`src/rtl/regfile_ctrl_pkg.sv`:
```
// Shared constants, FSM state type and small helpers for the register-file write path.
package regfile_ctrl_pkg;

    localparam int unsigned DATA_W = 16;
    localparam int unsigned NREGS  = 16;
    localparam int unsigned NREQ   = 3;
    localparam int unsigned ADDR_W = 4;

    typedef logic [0:0] state_t;
    localparam state_t IDLE = 1'b0;
    localparam state_t ZERO = 1'b1;

    function automatic logic [1:0] wrapIdx(input int unsigned v);
        return 2'(v % NREQ);
    endfunction

    function automatic logic [NREGS-1:0] oneHot(input logic [ADDR_W-1:0] idx);
        logic [NREGS-1:0] v;
        v      = '0;
        v[idx] = 1'b1;
        return v;
    endfunction

endpackage

```
`src/rtl/rr_arbiter3.sv`:
```
// Combinational round-robin pick among three requesters; search starts at ptr.
module rr_arbiter3
    import regfile_ctrl_pkg::*;
(
    input  logic [NREQ-1:0] req,
    input  logic [1:0]      ptr,
    output logic [NREQ-1:0] gnt
);

    logic [1:0] idx;
    logic       found;

    always_comb begin
        gnt   = '0;
        found = 1'b0;
        idx   = '0;
        for (int unsigned k = 0; k < NREQ; k++) begin
            idx = wrapIdx(32'(ptr) + k);
            if (!found && req[idx]) begin
                gnt[idx] = 1'b1;
                found    = 1'b1;
            end
        end
    end

endmodule

```
`src/rtl/regfile_write_arbiter.sv`:
```
// Arbitrates three write requesters onto one register-file write port, with a
// 16-cycle zero-fill sequence that takes priority over normal writes.
module regfile_write_arbiter
    import regfile_ctrl_pkg::*;
(
    input  logic                     clk,
    input  logic                     clr,
    input  logic [NREQ-1:0]          req,
    input  logic [NREQ*ADDR_W-1:0]   req_addr,
    input  logic [NREQ*DATA_W-1:0]   req_data,
    output logic [NREQ-1:0]          gnt,
    input  logic                     zero_start,
    output logic                     zero_busy,
    output logic [NREGS-1:0]         reg_en,
    output logic [DATA_W-1:0]        reg_data
);

    state_t              state;
    logic [1:0]          ptr;
    logic [ADDR_W-1:0]   cnt;
    logic [NREQ-1:0]     arbGnt;
    logic [ADDR_W-1:0]   selAddr;
    logic [DATA_W-1:0]   selData;
    logic [1:0]          nextPtr;

    rr_arbiter3 uArb (
        .req (req),
        .ptr (ptr),
        .gnt (arbGnt)
    );

    // Grants only in IDLE, only out of reset, and never when a fill is being requested
    always_comb begin
        gnt = '0;
        if (clr && state == IDLE && !zero_start) begin
            gnt = arbGnt;
        end
    end

    always_comb begin
        selAddr = '0;
        selData = '0;
        nextPtr = ptr;
        for (int unsigned i = 0; i < NREQ; i++) begin
            if (gnt[i]) begin
                selAddr = req_addr[ADDR_W*i +: ADDR_W];
                selData = req_data[DATA_W*i +: DATA_W];
                nextPtr = wrapIdx(i + 1);
            end
        end
    end

    always_ff @(posedge clk or negedge clr) begin
        if (!clr) begin
            state     <= IDLE;
            ptr       <= '0;
            cnt       <= '0;
            zero_busy <= 1'b0;
            reg_en    <= '0;
            reg_data  <= '0;
        end else begin
            reg_en <= '0;
            case (state)
                IDLE: begin
                    if (zero_start) begin
                        state     <= ZERO;
                        cnt       <= '0;
                        zero_busy <= 1'b1;
                    end else if (|gnt) begin
                        reg_en   <= oneHot(selAddr);
                        reg_data <= selData;
                        ptr      <= nextPtr;
                    end
                end
                ZERO: begin
                    reg_en   <= oneHot(cnt);
                    reg_data <= '0;
                    cnt      <= cnt + 4'd1;
                    if (cnt == 4'd15) begin
                        state     <= IDLE;
                        zero_busy <= 1'b0;
                    end
                end
                default: state <= IDLE;
            endcase
        end
    end

endmodule
```
`config.mk`:
```
export PLATFORM = sky130hd
export DESIGN_NAME = regfile_write_arbiter
export DESIGN_NICKNAME = d
export VERILOG_FILES = /design/src/rtl/regfile_ctrl_pkg.sv /design/src/rtl/rr_arbiter3.sv /design/src/rtl/regfile_write_arbiter.sv
export SDC_FILE = /design/constraint.sdc
export NUM_CORES = 1
export LEC_CHECK = 0
export ABC_AREA = 1
export BUFFER_PORTS_ARGS = -buffer_cell sky130_fd_sc_hd__buf_4
export CAP_MARGIN = 20
export CORE_MARGIN = 2
export CORE_UTILIZATION = 41
export CTS_CLUSTER_SIZE = 28
export DETAILED_ROUTE_END_ITERATION = 10
export PLACE_DENSITY = 0.78
export REMOVE_ABC_BUFFERS = 1
export SETUP_SLACK_MARGIN = 0.1
export SYNTH_ARGS = -nofsm -noshare
export SYNTH_HDL_FRONTEND = slang
export SYNTH_SLANG_ARGS = --single-unit
```
`constraint.sdc`:
```
create_clock -name clk -period 2.2 [get_ports clk]
set_input_delay 0.44 -clock clk [delete_from_list [all_inputs] [get_ports clk]]
set_output_delay 0.44 -clock clk [all_outputs]
set_load 0.01 [all_outputs]
```
After elaboration in Yosys (flattened, before gate mapping)
Index checks and enable logic that the tools add are counted.
{ "op_classes": {"n_div": 3, "n_lt_le_gt_ge": 10, "n_mux": 45, "shift": 0, "bitwise": 4, "eq_ne": 5, "add_sub_neg": 3, "mul": 0, "n_reduce_logical": 17} }
{ "op_table": {"columns": ["operator", "count"], "rows": [
  ["16-bit two-way mux", 7],
  ["32-bit by 2-bit modulo with 32-bit output, second input constant", 2],
  ["16-bit one-hot mux with 2 select lines", 2],
  ["2-bit by 2-bit modulo with 32-bit output, second input constant", 1],
  ["4-bit two-way mux", 4],
  ["1-bit two-way mux", 14],
  ["3-bit two-way mux", 4],
  ["4-bit by 5-bit less-than comparator with 1-bit output, second input constant", 2],
  ["1-bit logical AND", 9],
  ["2-bit by 3-bit less-than comparator with 1-bit output, second input constant", 3],
  ["1-bit demux with 4-bit select", 2],
  ["4-bit by 1-bit greater-or-equal comparator with 1-bit output, second input constant", 2],
  ["4-bit one-hot mux with 2 select lines", 1],
  ["1-bit binary-select mux with 2-bit select", 3],
  ["1-bit demux with 2-bit select", 3],
  ["2-bit by 1-bit greater-or-equal comparator with 1-bit output, second input constant", 3],
  ["2-bit two-way mux", 3],
  ["3-bit OR", 2],
  ["4-bit by 1-bit adder with 4-bit output, second input constant", 1],
  ["4-bit equality test, second input constant", 1],
  ["2-bit by 1-bit inequality test with 1-bit output, second input constant", 2],
  ["2-bit inequality test, second input constant", 2],
  ["1-bit one-hot mux with 2 select lines", 2],
  ["2-bit AND reduction", 2],
  ["7 further kinds", 10]
]} }
{ "totals": {"mem_count": 0, "register_bits": 40, "mem_bits_ro": 0, "input_bits": 66, "mem_bits_rw": 0, "word_cells": 93, "latch_bits": 0} }

Depth between registers and ports, before layout
Gate-level depths: netlist of run 1.
{ "logic_depth": {"depth_word": 21, "depth_mapped": 20, "ltp_nobuf": 20} }

Hierarchy
From an unflattened synthesis of run 1, not the netlist that was laid out.
{ "unflattened": {"hier_cells": 295, "hier_area_um2": 2316.0} }
{ "by_module_without_submodules": {"columns": ["mod", "area_each_um2", "seq_area_each_um2", "cells_each", "instances"], "rows": [
  ["regfile_write_arbiter", 2083.2, 1001.0, 253, 1],
  ["rr_arbiter3", 232.7, 0.0, 42, 1]
]} }

Worst setup path before layout of run 1
OpenSTA, ideal clock, no wires.
{ "synth_path": {"path_type": "reg2out", "start": "register ptr[0]", "end": "output gnt[1]", "path_buffers": 1, "slack_ns": -0.031, "required_time_ns": 1.760, "t_arrival_ns": 1.791, "stages_incl_launch_ff": 12, "cell_sequence": "dfrtp_1 inv_1 ha_1 o21ai_0 nand2_1 nand2_1 clkinv_1 nand3_1 nand2_2 nand2_4 clkinv_1 buf_2"} }
{ "synth_between": {"elab_chain_cells": 11} }
{ "synth_lines": {"columns": ["item", "line", "text"], "rows": [
  ["start: declaration", "regfile_write_arbiter.sv:19", "logic [1:0] ptr;"],
  ["start signal: assignment", "regfile_write_arbiter.sv:72", "ptr <= nextPtr;"],
  ["2-bit by 1-bit adder with 3-bit output / 2-bit by 2-bit modulo with 32-bit output (equally long branches)", "rr_arbiter3.sv:18, regfile_ctrl_pkg.sv:14", null],
  ["32-bit by 2-bit modulo with 32-bit output, or another cell as far along", "regfile_ctrl_pkg.sv:14", "return 2'(v % NREQ);"],
  ["2-bit by 3-bit less-than comparator with 1-bit output (not written as such), or another cell as far along", "rr_arbiter3.sv:20", "gnt[idx] = 1'b1;"],
  ["1-bit logical AND (not written as such), or another cell as far along", "rr_arbiter3.sv:20", null],
  ["1-bit two-way mux (not written as such), or another cell as far along", "rr_arbiter3.sv:20", null],
  ["1-bit demux with 2-bit select, or another cell as far along", null, null],
  ["3-bit OR (no source line) / 1-bit two-way mux (equally long branches)", null, null],
  ["3-bit two-way mux / 1-bit logical NOT (equally long branches)", "rr_arbiter3.sv:19", "if (!found && req[idx]) begin"],
  ["3-bit OR (no source line) / 1-bit logical AND (equally long branches)", null, null],
  ["3-bit two-way mux (*)", "rr_arbiter3.sv:19", null],
  ["3-bit two-way mux (*)", "regfile_write_arbiter.sv:35", "if (clr && state == IDLE && !zero_start) begin"],
  ["end: declaration", "regfile_write_arbiter.sv:11", "output logic [NREQ-1:0] gnt,"]
]} }
Mark *: on every way between the ends. The rest lies on a longest branch, timed or not. The select of a mux whose other input is x is not followed.

Final worst setup path of run 1
{ "layout_path": {"start": "register ptr[1]", "end": "register reg_en[5]"} }
{ "layout_between": {"elab_chain_cells": 21} }
{ "layout_lines": {"columns": ["item", "line", "text"], "rows": [
  ["2-bit by 1-bit adder with 3-bit output / 2-bit by 2-bit modulo with 32-bit output (equally long branches)", "rr_arbiter3.sv:18, regfile_ctrl_pkg.sv:14", null],
  ["32-bit by 2-bit modulo with 32-bit output, or another cell as far along", "regfile_ctrl_pkg.sv:14", null],
  ["2-bit by 3-bit less-than comparator with 1-bit output (not written as such), or another cell as far along", "rr_arbiter3.sv:20", null],
  ["1-bit logical AND (not written as such), or another cell as far along", "rr_arbiter3.sv:20", null],
  ["1-bit two-way mux (not written as such), or another cell as far along", "rr_arbiter3.sv:20", null],
  ["1-bit demux with 2-bit select, or another cell as far along", null, null],
  ["3-bit OR (no source line) / 1-bit two-way mux (equally long branches)", null, null],
  ["3-bit two-way mux / 1-bit logical NOT (equally long branches)", "rr_arbiter3.sv:19", null],
  ["[... 3 more ...]", null, null],
  ["4-bit two-way mux (3 in a row)", "regfile_write_arbiter.sv:45", "if (gnt[i]) begin"],
  ["4-bit by 5-bit less-than comparator with 1-bit output (not written as such) / 4-bit by 1-bit greater-or-equal comparator with 1-bit output (equally long branches)", "regfile_ctrl_pkg.sv:20", "v[idx] = 1'b1;"],
  ["1-bit logical AND (not written as such)", "regfile_ctrl_pkg.sv:20", null],
  ["1-bit two-way mux (not written as such)", "regfile_ctrl_pkg.sv:20", null],
  ["1-bit demux with 4-bit select", "regfile_ctrl_pkg.sv:20", null],
  ["16-bit two-way mux (*)", "regfile_write_arbiter.sv:69", "end else if (|gnt) begin"],
  ["16-bit two-way mux (*)", "regfile_write_arbiter.sv:65", "if (zero_start) begin"],
  ["16-bit one-hot mux with 2 select lines (*)", "regfile_write_arbiter.sv:63", "case (state)"],
  ["end signal: assignment", "regfile_write_arbiter.sv:70", "reg_en <= oneHot(selAddr);"],
  ["end signal: assignment", "regfile_write_arbiter.sv:76", "reg_en <= oneHot(cnt);"],
  ["end: declaration", "regfile_write_arbiter.sv:14", "output logic [NREGS-1:0] reg_en,"]
]} }
Marked as above.
A chain may end at the register's enable or synchronous reset.

==> results of run 1 <==
==> worst max path at each step <==
stage               slack, ns  cells past startpoint                    to
floorplan               -0.25                     12   reg_en[0]$_DFF_PN0_
global placement        -0.09                     16  reg_en[13]$_DFF_PN0_
detailed placement      -0.12                     14   reg_en[3]$_DFF_PN0_
CTS                     -0.06                     14                gnt[1]
global route            -0.26                     17   reg_en[6]$_DFF_PN0_
finish                  -0.15                     17   reg_en[5]$_DFF_PN0_
==> registers in the layout (all words and copies together), names as in the netlist <==
register / cells
cnt: 4
zero_busy: 1
ptr: 2
state: 1
reg_data: 16
reg_en: 16
==> cell families (layout without fill, tap and decap cells) <==
| kind of cell | Yosys count | in the layout | synth area share, % |
|---|---|---|---|
| compound gates | 16 | 16 | 3.68 |
| simple gates | 212 | 213 | 42.5 |
| fa+ha+maj | 8 | 8 | 4.20 |
| flops | 40 | 40 | 42.0 |
| buf+inv | 42 | 172 | 7.62 |
==> layout make-up <==
class	instances	share of cell area, %
Multi-Input combinational cell	237	38.2
Clock buffer	6	1.93
Inverter	33	3.77
Timing Repair Buffer	132	26.8
Tap cell	72	2.40
Sequential cell	40	26.7
Clock inverter	1	0.133
==> cells in the final DEF, fill, tap and decap left out, types with 3 or more instances in the layout <==
master,count
buf_4,128
nand2_4,3
ha_4,3
nand3_2,11
inv_1,16
nor2_4,10
nand2_1,98
buf_6,4
ha_1,5
clkinv_2,3
o21ai_0,5
o21ai_1,3
inv_2,11
nand2_2,28
nand4_1,21
nor2_2,5
nand3_1,23
nor2_1,8
clkbuf_8,5
dfrtp_1,39
==> power by group <==
part / internal [mW] / switching (mW) / total (mW) / leakage (nW)
logic: 0.880 / 1.20 / 2.09 / 1.45
clock network: 0.216 / 0.244 / 0.460 / 0.0410
registers: 0.908 / 0.126 / 1.03 / 0.533
total: 2.00 / 1.57 / 3.58 / 2.03
==> per-stage QoR <==
step                      area [µm²]  utilization, %  hold slack, ns
after global placement          3290            59.1           0.468
after CTS                       3580            64.3           0.245
after detailed placement        3290            59.1           0.473
after global routing            3750            67.3           0.274
after floorplan                 2320               -           0.144
final                           3750            67.3           0.233
==> timing repair <==
action | CTS | global route
endpoints found under the setup margin | 35 | 37
gates resized for setup | 30 | 47
pin swaps | 19 | 30
gates cloned | 1 | 0
setup buffers | 12 | 3
==> metal layers <==
layer | vias to the layer above | global-route usage (%) | routed length (µm)
li1 | 1286 | - | -
met1 | 1231 | 29.1 | 3220
met2 | 130 | 41.6 | 3790
met3 | 20 | 5.96 | 691
met4 | 0 | 7.29 | 138
met5 | - | 0 | 0
==> flow_metrics.tcl, run 1 <==
set metrics [dict create \
    rows 27 \
    synth_edf_count 0 \
    grtUsageTotal_pct 23.9 \
    clock_skew_ns 0.00580 \
    total_power_mw 3.58 \
    critPathKind "register to register" \
    synth_cells 318 \
    antennaDiodeCount 0 \
    yosys-top-cells-count "nand2_1, dfrtp_1, nand3_1" \
    place.gp.congestion 0.873 \
    worstSetupStartpointType "register" \
    r2r-start "ptr[1]$_DFFE_PN0P_" \
    drt-total-wl_um 7840 \
    avgSynthCellArea_um2 7.49 \
    finalHoldViolCount 0 \
    rrSetupSlack_ns -0.15 \
    tightest_slew_ns 0.516 \
    drt_first_pass_iters 4 \
    clk_latency_ns 0.29 \
    arrival_ns 2.58 \
    maxSlewHeadroom_pct 65.6 \
    setup_viol 35 \
    hp-class "input pin to asynchronous set/reset pin" \
    slew_viol_final 0 \
    fin_tns_setup_ns -2.55 \
    leakagePower_nw 2.03 \
    die_x_um 80.2 \
    reg2reg_to "reg_en[5]$_DFF_PN0_" \
    drv_cap 0 \
    synth_most_common_cell "nand2_1" \
    endpoint_kind "register" \
    final_nets 523 \
    grt_overflow_total 0 \
    synth.distinct_cells 28 \
    cts_tree "yes" \
    cts_htree_levels 2 \
    synth-async-reset-ratio_pct 100 \
    drive_gt1_share_pct 49.7 \
    area_growth_pct 57.5 \
    cts.sinks 40 \
    viasPerCell 5.12 \
    yosys_warnings 0 \
    yosys-top-cells-area "dfrtp_1, nand2_1, nand3_1" \
    crit_family "simple AND/OR/NAND/NOR gates" \
    synth.largest_area_cell "dfrtp_1" \
    dp_cells 498 \
    finalCriticalPeriod_ns 2.35 \
    synth_seq_cells 40 \
    synth_top_area_share_pct 42.0 \
    multi_input_area_um2 1440 \
    crit_slowest_cell "dfrtp_2" \
    violations "setup timing" \
    fmaxAchievable_mhz 425 \
    crit_buf_inv 5 \
    final_antenna_net_count 0 \
    status "complete, but fails checks" \
    ios 102 \
    final_cells 521 \
    ctsHoldBuffers 0 \
    cts_buffer_depth 2 \
    portBuffers 101 \
    finalCritPeriodShare_pct 107 \
    antenna_found_initial 0 \
    grt_pass1_wl_um 12000 \
    vias 2667 \
    synthFlopType "dfrtp_1" \
    setup_ws_ns -0.153 \
    ir_worst_vdd_mv 0.756 \
    drc 0 \
    cpPeakStageDelay_ns 0.46 \
    dpl_worst_slack_ns -0.119 \
    start_util_pct 42.7 \
    seqCellArea_um2 1000 \
    rsz0062_at_grt "yes" \
    power_density_nw_per_um2 954 \
    cts_inserted_buffers 5 \
    routedWlPerCell_um 15.0 \
    die_area_um2 6440 \
    critPathLaunch "ptr[1]$_DFFE_PN0P_" \
    post-dp-hpwl_um 5330 \
    clock_tree.root_cell "clkbuf_8" \
    seq_area_frac_synth_pct 42.0 \
    crit_fanout 5 \
    worst-r2r-cell-count 17 \
    grt_max_degree 41 \
    die_y_um 80.2 \
    fillers 456 \
    required_ns 2.43 \
    first_global_vias 2583 \
    core_area_um2 5570 \
    crit_chain "inv_2 > ha_4 > inv_2 > buf_4 > nand3_2 > nand2_2 > nand3b_1 > nand3_2 > nand2_4 > inv_2 > buf_4 > nand2_2 > nand2_2 > nor2_4 > o21a_1 > nand2_1 > nand2_1" \
    synth_area_um2 2380 \
    path_clk_slew_ns 0.07 \
    drtIter0Drc 105 \
]
No activity file was read; power rests on OpenSTA's default activity.
==> run 2: changes to the inputs <==
PLACE_DENSITY = 0.79   (was 0.78)
SYNTH_HIERARCHICAL = 1   (was default)
==> flow_metrics.tcl, run 2 <==
set metrics [dict create \
    area_growth_pct 67.0 \
    maxSlewHeadroom_pct 75.7 \
    tightest_slew_ns 0.364 \
    cpPeakStageDelay_ns 0.46 \
    drive_gt1_share_pct 50.9 \
    antennaDiodeCount 0 \
    required_ns 1.76 \
    start_util_pct 42.3 \
    yosys_warnings 6 \
    core_area_um2 5470 \
    yosys-top-cells-area "dfrtp_1, nand2_1, nand3_1" \
    synth.largest_area_cell "dfrtp_1" \
    arrival_ns 2.03 \
    drtIter0Drc 247 \
    finalCriticalPeriod_ns 2.47 \
    first_global_vias 2770 \
    place.gp.congestion 0.868 \
    drc 0 \
    drv_cap 0 \
    crit_buf_inv 4 \
    rows 27 \
    power_density_nw_per_um2 958 \
    portBuffers 101 \
    grt_max_degree 31 \
    synthFlopType "dfrtp_1" \
    crit_chain "inv_2 > ha_4 > inv_2 > nand2_2 > nand2_2 > a21oi_4 > nand4_1 > nand3_2 > nand3_4 > inv_4 > buf_6" \
    post-dp-hpwl_um 5060 \
    die_area_um2 6270 \
    fin_util_pct 70.7 \
    finalHoldViolCount 0 \
    die_x_um 79.2 \
    crit_fanout 7 \
    die_y_um 79.2 \
    grt_overflow_total 0 \
    cts_buffer_depth 2 \
    cts_htree_levels 2 \
    seq_area_frac_synth_pct 43.2 \
    synth_edf_count 0 \
    final_common_cell "buf_4" \
    cts_inserted_buffers 5 \
    worstSetupStartpointType "register" \
    synth_seq_cells 40 \
    crit_family "simple AND/OR/NAND/NOR gates" \
    synth-async-reset-ratio_pct 100 \
    final_antenna_net_count 0 \
    fmaxAchievable_mhz 405 \
    ios 102 \
    yosys-top-cells-count "nand2_1, dfrtp_1, inv_1" \
    crit_slowest_cell "dfrtp_2" \
    fin_tns_setup_ns -6.90 \
    status "complete, but fails checks" \
    synth_area_um2 2320 \
    path_clk_slew_ns 0.08 \
    final_nets 509 \
    largestRegisters "reg_data x16, reg_en x16, cnt x4" \
    viasPerCell 5.39 \
    routedWlPerCell_um 16.5 \
    avgSynthCellArea_um2 7.85 \
    leakagePower_nw 2.05 \
    drt_first_pass_iters 5 \
    synth_top_area_share_pct 43.2 \
    critPathKind "register to output port" \
    rsz0062_at_grt "yes" \
    grt_pass1_wl_um 12700 \
    most-common-layout-cells "buf_4, nand2_1, dfrtp_1, inv_1, nand2_2" \
    synth.distinct_cells 29 \
    drt-total-wl_um 8370 \
    synth_cells 295 \
    setup_viol 37 \
    cts.sinks 40 \
    clk_latency_ns 0.30 \
    clock_tree.root_cell "clkbuf_8" \
    vias 2736 \
    slew_viol_final 0 \
    setup_ws_ns -0.268 \
    clock_skew_ns 0.00582 \
    grtUsageTotal_pct 26.0 \
    cts_tree "yes" \
    ir_worst_vdd_mv 0.540 \
    violations "setup timing" \
    endpoint_kind "output port" \
    synth_most_common_cell "nand2_1" \
    hp-class "input pin to asynchronous set/reset pin" \
    finalCritPeriodShare_pct 112 \
    antenna_found_initial 0 \
]
[run 2: area by class of cell]
class                      instances  area [µm²]
sequential                        40        1000
clock buffer                       5        68.8
fill                             387        1600
tap                               72        90.1
timing repair buffer             140        1150
inverter                          34         133
clock inverter                     3        46.3
multi-input combinational        214        1380
[run 2: path summary, 6_finish.rpt]
path,from,slack [ns],cells after the start,end
min in group clk,req_data[10],0.35,3,reg_data[10]$_DFFE_PN0P_
worst min register to register,reg_data[11]$_DFFE_PN0P_,0.49,2,reg_data[11]$_DFFE_PN0P_
worst max-delay path,ptr[1]$_DFFE_PN0P_,-0.27,11,gnt[1]
worst max register to register,ptr[1]$_DFFE_PN0P_,-0.24,17,reg_en[4]$_DFF_PN0_
worst min-delay path,clr,0.01,1,reg_data[7]$_DFFE_PN0P_
max in group asynchronous,clr,1.54,2,reg_data[2]$_DFFE_PN0P_
[run 2: cells by family after synthesis]
| logic type | count (synthesis) | share of synthesized area (%) |
|---|---|---|
| and+or+nand+nor | 174 | 35.2 |
| adders and majority gates | 8 | 4.32 |
| DFF | 40 | 43.2 |
| buffers and inverters | 41 | 7.73 |
| AOI/OAI and AO/OA | 32 | 9.56 |
[run 2: routing by layer]
| metal | wire length, µm | part of all wire, % | track usage (%) | vias up |
|---|---|---|---|---|
| met3 | 592 | 7.1 | 3.86 | 49 |
| met2 | 4120 | 49 | 47.2 | 177 |
| met1 | 3210 | 38 | 29.5 | 1272 |
| met5 | 0 | 0 | 0 | - |
| met4 | 454 | 5.4 | 13.3 | 0 |
| li1 | - | - | - | 1238 |
[run 2: repair_timing]
| action | in CTS | in global routing |
|---|---|---|
| gates resized for setup | 65 | 26 |
| hold buffers | 0 | 0 |
| cloned | 2 | 0 |
| setup buffers | 19 | 5 |
| setup endpoints to repair | 37 | 37 |
| pin swaps | 15 | 13 |
[run 2: per-stage QoR]
| stage | cell area, µm² | hold slack, ns | power, mW | cells | setup WS, ns |
|---|---|---|---|---|---|
| 2_1_floorplan | 2260 | 0.144 | 1.87 | 288 | -0.280 |
| 3_3_place_gp | 3240 | 0.322 | 2.39 | 474 | -0.112 |
| 3_5_place_dp | 3240 | 0.329 | 2.45 | 474 | -0.313 |
| 4_1_cts | 3740 | 0.0179 | 3.44 | 503 | -0.160 |
| 5_1_grt | 3870 | 0.0160 | 3.91 | 508 | -0.371 |
| 6_report | 3870 | 0.0106 | 3.71 | 508 | -0.268 |
[run 2: power by group]
group	switching (mW)	internal (mW)
logic	1.12	0.921
registers	0.131	0.909
clock network	0.284	0.342
[run 2: worst reg2reg max path, delay by kind of cell, from the launching register on]
kind	cells	cell delay (ns)
simple gates	9	0.78
flops	1	0.46
buf+inv	4	0.37
compound gates	3	0.57
fa+ha+maj	1	0.17
